<file path="src/rtl/zero_run_expander_if.sv">
// Token-in / byte-out handshake bundle for the zero-run expander.
// The master drives tokens and out_ready; the slave (the expander) drives everything else.
interface zero_run_expander_if #(
  parameter int WIDTH = 8
);
  logic             in_valid;
  logic             in_ready;
  logic             in_is_run;
  logic [WIDTH-1:0] in_data;
  logic             out_valid;
  logic             out_ready;
  logic [WIDTH-1:0] out_data;
  logic             run_active;

  modport master (
    output in_valid, in_is_run, in_data, out_ready,
    input  in_ready, out_valid, out_data, run_active
  );

  modport slave (
    input  in_valid, in_is_run, in_data, out_ready,
    output in_ready, out_valid, out_data, run_active
  );
endinterface

</file>
<file path="src/rtl/zero_run_expander.sv">
// Expands literal / zero-run tokens into a byte stream; first byte one cycle after accept.
// Stalls hold out_data and the owed-zero count; a new token loads on the last byte's handshake.
module zero_run_expander #(
  parameter int WIDTH = 8
) (
  input  logic                clk,
  input  logic                rst,
  zero_run_expander_if.slave  bus
);

  typedef enum logic {
    EMPTY = 1'b0,
    EMIT  = 1'b1
  } state_t;

  state_t           state_q, state_d;
  logic [WIDTH-1:0] data_q, data_d;
  logic [WIDTH-1:0] remain_q, remain_d;
  logic [WIDTH-1:0] ld_data, ld_remain;
  logic             in_fire, out_fire, last_byte;

  assign last_byte    = (remain_q == '0);
  assign bus.in_ready = !rst && ((state_q == EMPTY) || (bus.out_ready && last_byte));
  assign in_fire      = bus.in_valid && bus.in_ready;
  assign out_fire     = (state_q == EMIT) && bus.out_ready;

  // A run token owes in_data more zeros after the one it loads into out_data.
  assign ld_data   = bus.in_is_run ? '0 : bus.in_data;
  assign ld_remain = bus.in_is_run ? bus.in_data : '0;

  always_comb begin
    state_d  = state_q;
    data_d   = data_q;
    remain_d = remain_q;
    case (state_q)
      EMPTY: begin
        if (in_fire) begin
          state_d  = EMIT;
          data_d   = ld_data;
          remain_d = ld_remain;
        end
      end
      EMIT: begin
        if (out_fire) begin
          if (!last_byte) begin
            remain_d = remain_q - WIDTH'(1);
            data_d   = '0;
          end else if (in_fire) begin
            data_d   = ld_data;
            remain_d = ld_remain;
          end else begin
            state_d = EMPTY;
          end
        end
      end
      default: begin
        state_d = EMPTY;
      end
    endcase
  end

  always_ff @(posedge clk) begin
    if (rst) begin
      state_q  <= EMPTY;
      data_q   <= '0;
      remain_q <= '0;
    end else begin
      state_q  <= state_d;
      data_q   <= data_d;
      remain_q <= remain_d;
    end
  end

  assign bus.out_valid  = (state_q == EMIT);
  assign bus.out_data   = data_q;
  assign bus.run_active = (state_q == EMIT) && !last_byte;

endmodule
</file>
<file path="src/flat_wrapper.sv">
// flat-port wrapper written by rule: the top's interface ports become plain ports
module zero_run_expander_flat 
#(
  parameter int WIDTH = 8
)
  (clk, rst, bus_in_valid, bus_in_is_run, bus_in_data, bus_out_ready, bus_in_ready, bus_out_valid, bus_out_data, bus_run_active);
  zero_run_expander_if #(.WIDTH(WIDTH)) bus_i ();
  input  logic clk;
  input  logic rst;
  input wire logic [$bits(bus_i.in_valid)-1:0] bus_in_valid;
  input wire logic [$bits(bus_i.in_is_run)-1:0] bus_in_is_run;
  input wire logic [$bits(bus_i.in_data)-1:0] bus_in_data;
  input wire logic [$bits(bus_i.out_ready)-1:0] bus_out_ready;
  output wire logic [$bits(bus_i.in_ready)-1:0] bus_in_ready;
  output wire logic [$bits(bus_i.out_valid)-1:0] bus_out_valid;
  output wire logic [$bits(bus_i.out_data)-1:0] bus_out_data;
  output wire logic [$bits(bus_i.run_active)-1:0] bus_run_active;
  assign bus_i.in_valid = bus_in_valid;
  assign bus_i.in_is_run = bus_in_is_run;
  assign bus_i.in_data = bus_in_data;
  assign bus_i.out_ready = bus_out_ready;
  assign bus_in_ready = bus_i.in_ready;
  assign bus_out_valid = bus_i.out_valid;
  assign bus_out_data = bus_i.out_data;
  assign bus_run_active = bus_i.run_active;
  zero_run_expander #(.WIDTH(WIDTH)) u_core (.clk(clk), .rst(rst), .bus(bus_i));
endmodule
</file>
<file path="config.mk">
export PLATFORM = sky130hd
export DESIGN_NAME = zero_run_expander_flat
export DESIGN_NICKNAME = d
export VERILOG_FILES = /design/src/rtl/zero_run_expander_if.sv /design/src/rtl/zero_run_expander.sv /design/src/flat_wrapper.sv
export SDC_FILE = /design/constraint.sdc
export NUM_CORES = 1
export LEC_CHECK = 0
export BUFFER_PORTS_ARGS = -buffer_cell sky130_fd_sc_hd__buf_2
export CORE_MARGIN = 5
export CORE_UTILIZATION = 50
export DETAILED_ROUTE_END_ITERATION = 10
export GPL_TIMING_DRIVEN = 0
export HOLD_SLACK_MARGIN = 0.05
export PLACE_DENSITY = 0.76
export RECOVER_POWER = 100
export SLEW_MARGIN = 30
export SYNTH_ARGS = -nofsm -noshare
export SYNTH_HDL_FRONTEND = slang
export SYNTH_SLANG_ARGS = --single-unit
</file>
<file path="constraint.sdc">
create_clock -name clk -period 2.3 [get_ports clk]
set_clock_uncertainty 0.1 [all_clocks]
set_input_delay 0.115 -clock clk [delete_from_list [all_inputs] [get_ports clk]]
set_output_delay 0.115 -clock clk [all_outputs]
set_load 0.05 [all_outputs]
</file>
==> qor.yml <==
status: "complete, no violations"
dp.cells: 156
intPower_uw: 569
nFillCells: 156
dp_hpwl_um: 1770
synth_area_leaders: "dfxtp_1 (36%), a32o_1 (8.5%), a21oi_1 (4.8%)"
cap_violations: 0
min_path_cells: 3
setup_viol: 0
cpPeakStageDelay_ns: 0.52
start_kind: "flop"
setup.worst_path.class: "reg2reg"
power.density_nw_per_um2: 757
p_sw_uw: 380
place_congestion: 0.905
cts_buffers: 3
netlist_area_um2: 940
areaGrowthSynthToFinish_pct: 33.3
fp-row-count: 15
pwr-share-comb_pct: 45.2
worst_slack_ns: 0.0900
finalCritPeriodShare_pct: 96.1
via_count: 1050
crit_path_top_delay_cell: "or4_4"
async_flop_share_pct: 0
grt_pass1_vias: 992
r2r_cells: 5
syn_nets: 123
cts_tree: "built"
leakagePower_nw: 0.451
timing.slew.headroom_pct: 59.9
seqPwrFrac_pct: 37.6
antenna_found_initial: 0
root_buffer: "clkbuf_4"
crit_required_ns: 2.42
firstDrtPassIters: 4
cp_cell_sequence: "buf_6 > or4_4 > or4_1 > or4_1 > a31oi_1"
die_width_um: 53.4
end_kind: "flop"
grt_max_degree: 11
grt_overflow: 0
vdd_drop_max_v: 0.000433
layout.nets: 162
fmax_mhz: 452
power.clock.fraction_pct: 17.2
synthCells: 109
gr-usage-all-layers_pct: 21.4
cp_max_fo: 9
drtIter0Drc: 28
crit_buf_inv: 1
ant_nets: 0
sw_frac_of_total_pct: 40.0
clk_pin_slew_ns: 0.10
yosys_register_bits: 17
worst_pin_slew_ns: 0.605
yosysSeqAreaShare_pct: 36.2
arrival_ns: 2.33
crit_top_cell: "or4_1"
io_buffers: 22
via_per_inst: 6.10
dieArea_um2: 2850
coreArea_um2: 1760
initial_core_util_pct: 53.3
grt_pass1_wl_um: 4470
synth-edff-count: 0
ios: 24
yosys.area.top_type: "dfxtp_1"
drc_errors: 0
synth_top_cell_area_share_pct: 36.2
min_path_type: "in2reg"
path_depth: 5
routed_wirelength_um: 2670
wl_per_cell_um: 15.5
yosysWarnings: 0
die_h_um: 53.4
drive_gt1_share_pct: 18.4
stdcell_count: 172
ys_types: 43
maxSlewViolCount: 0
cts_max_level: 1
period_needed_ns: 2.21
cts.sinks: 17
syn_area_per_cell_um2: 8.62
insertion_delay_ns: 0.29
critPathTopFamily: "simple AND/OR/NAND/NOR gates"
n_antenna_cell: 0
dominantRegCellSynth: "dfxtp_1"
pre_cts_ws_ns: -0.280
finalHoldViolCount: 0
clockBufferDepth: 2
state kept, by name, indices dropped and copies added (netlist names):
name and cells:
u_core.bus.out_data 8, u_core.bus.out_valid 1, u_core.remain_q 8
area by class of cell:
cell class	instances	area, µm²	area share, %
Sequential cell	17	340	27.2
Multi-Input combinational cell	81	589	47.1
Inverter	6	22.5	1.80
Buffer	5	26.3	2.10
Tap cell	25	31.3	2.50
Timing Repair Buffer	34	216	17.3
Clock buffer	4	26.3	2.10
cells in the mapped netlist (2+ instances only):
cell,number
dfxtp_1,17
nor3_1,3
nor2b_1,2
a21boi_0,2
nand4_1,3
a21o_1,2
o21ai_0,4
or3_1,2
inv_1,5
nand3_1,3
a31oi_1,6
nor3b_1,2
a21oi_1,9
nand2b_1,2
or4_1,2
clkbuf_1,3
nor2_1,2
a211oi_1,2
nand2_1,7
a32o_1,8
metal layers:
metal  global-route usage [%]  share of wire [%]  vias up
met5                        0                  0        -
met4                     7.66               0.75        0
met3                     2.82                7.9        4
met2                     34.5                 48       52
met1                     28.6                 43      479
li1                         -                  -      515
power by group through the flow:
| stage | Sequential, mW | Combinational (mW) | Clock [mW] |
|---|---|---|---|
| final | 0.357 | 0.429 | 0.163 |
| after global routing | 0.361 | 0.470 | 0.177 |
| after CTS | 0.356 | 0.394 | 0.162 |
| after detailed placement | 0.359 | 0.358 | 0 |
| after global placement | 0.357 | 0.350 | 0 |
| after floorplan | 0.383 | 0.251 | 0 |
kinds of logic after synthesis:
family	count (synthesis)	share of synthesized area, %
AO/OA/AOI/OAI	44	33.4
XOR/XNOR	1	0.932
adder cells (fa/ha/maj)	1	1.33
buffers and inverters	11	5.19
flip-flops	17	36.2
AND/OR/NAND/NOR	35	22.9
tightest hold or removal path, cell delays in order:
cell and delay [ns]:
buf_2 0.15, o21bai_1 0.14, a221oi_1 0.07
final timing paths:
kind,start,to,slack (ns)
hold / removal,bus_out_ready,u_core.remain_q[1],0.14
hold reg to reg,u_core.bus.out_data[3],u_core.bus.out_data[3],0.40
setup / recovery,u_core.remain_q[2],u_core.remain_q[7],0.09
setup reg to reg,u_core.remain_q[2],u_core.remain_q[7],0.09
what timing repair did:
action / CTS / global route
hold endpoints to repair: 12 / 0
hold buffers: 10 / 0
resized for setup: 4 / 2
gates cloned: 0 / 0
endpoints found under the setup margin: 13 / 9
setup buffers: 0 / 2
cells in the final DEF (no fill, tap or decap), types with 2 or more instances in the layout:
master | netlist | routed
dfxtp_1 | 17 | 17
clkbuf_1 | 3 | 13
buf_2 | 0 | 12
dlygate4sd3_1 | 0 | 10
a21oi_1 | 9 | 8
a32o_1 | 8 | 8
nand2_1 | 7 | 7
inv_1 | 5 | 5
a31oi_1 | 6 | 5
o21ai_0 | 4 | 4
clkbuf_4 | 0 | 4
nand3_1 | 3 | 3
nor3_1 | 3 | 3
nand4_1 | 3 | 3
nor2_1 | 2 | 2
nand2b_1 | 2 | 2
nor2b_1 | 2 | 2
a21o_1 | 2 | 2
a211oi_1 | 2 | 2
a21boi_0 | 2 | 2
or3_1 | 2 | 2
or4_1 | 2 | 2
buf_4 | 0 | 2
stage by stage:
step / cell area (µm²) / hold slack, ns / util (%) / total power [mW] / setup TNS (ns)
2_1_floorplan: 943 / 0.141 / - / 0.633 / -0.456
3_3_place_gp: 1080 / 0.245 / 61.5 / 0.707 / -2.21
3_5_place_dp: 1080 / 0.247 / 61.5 / 0.717 / -2.46
4_1_cts: 1240 / 0.123 / 70.1 / 0.912 / 0
5_1_grt: 1250 / 0.180 / 71.0 / 1.01 / -0.0323
6_report: 1250 / 0.138 / 71.0 / 0.948 / 0
(Power assumes the default switching activity.)
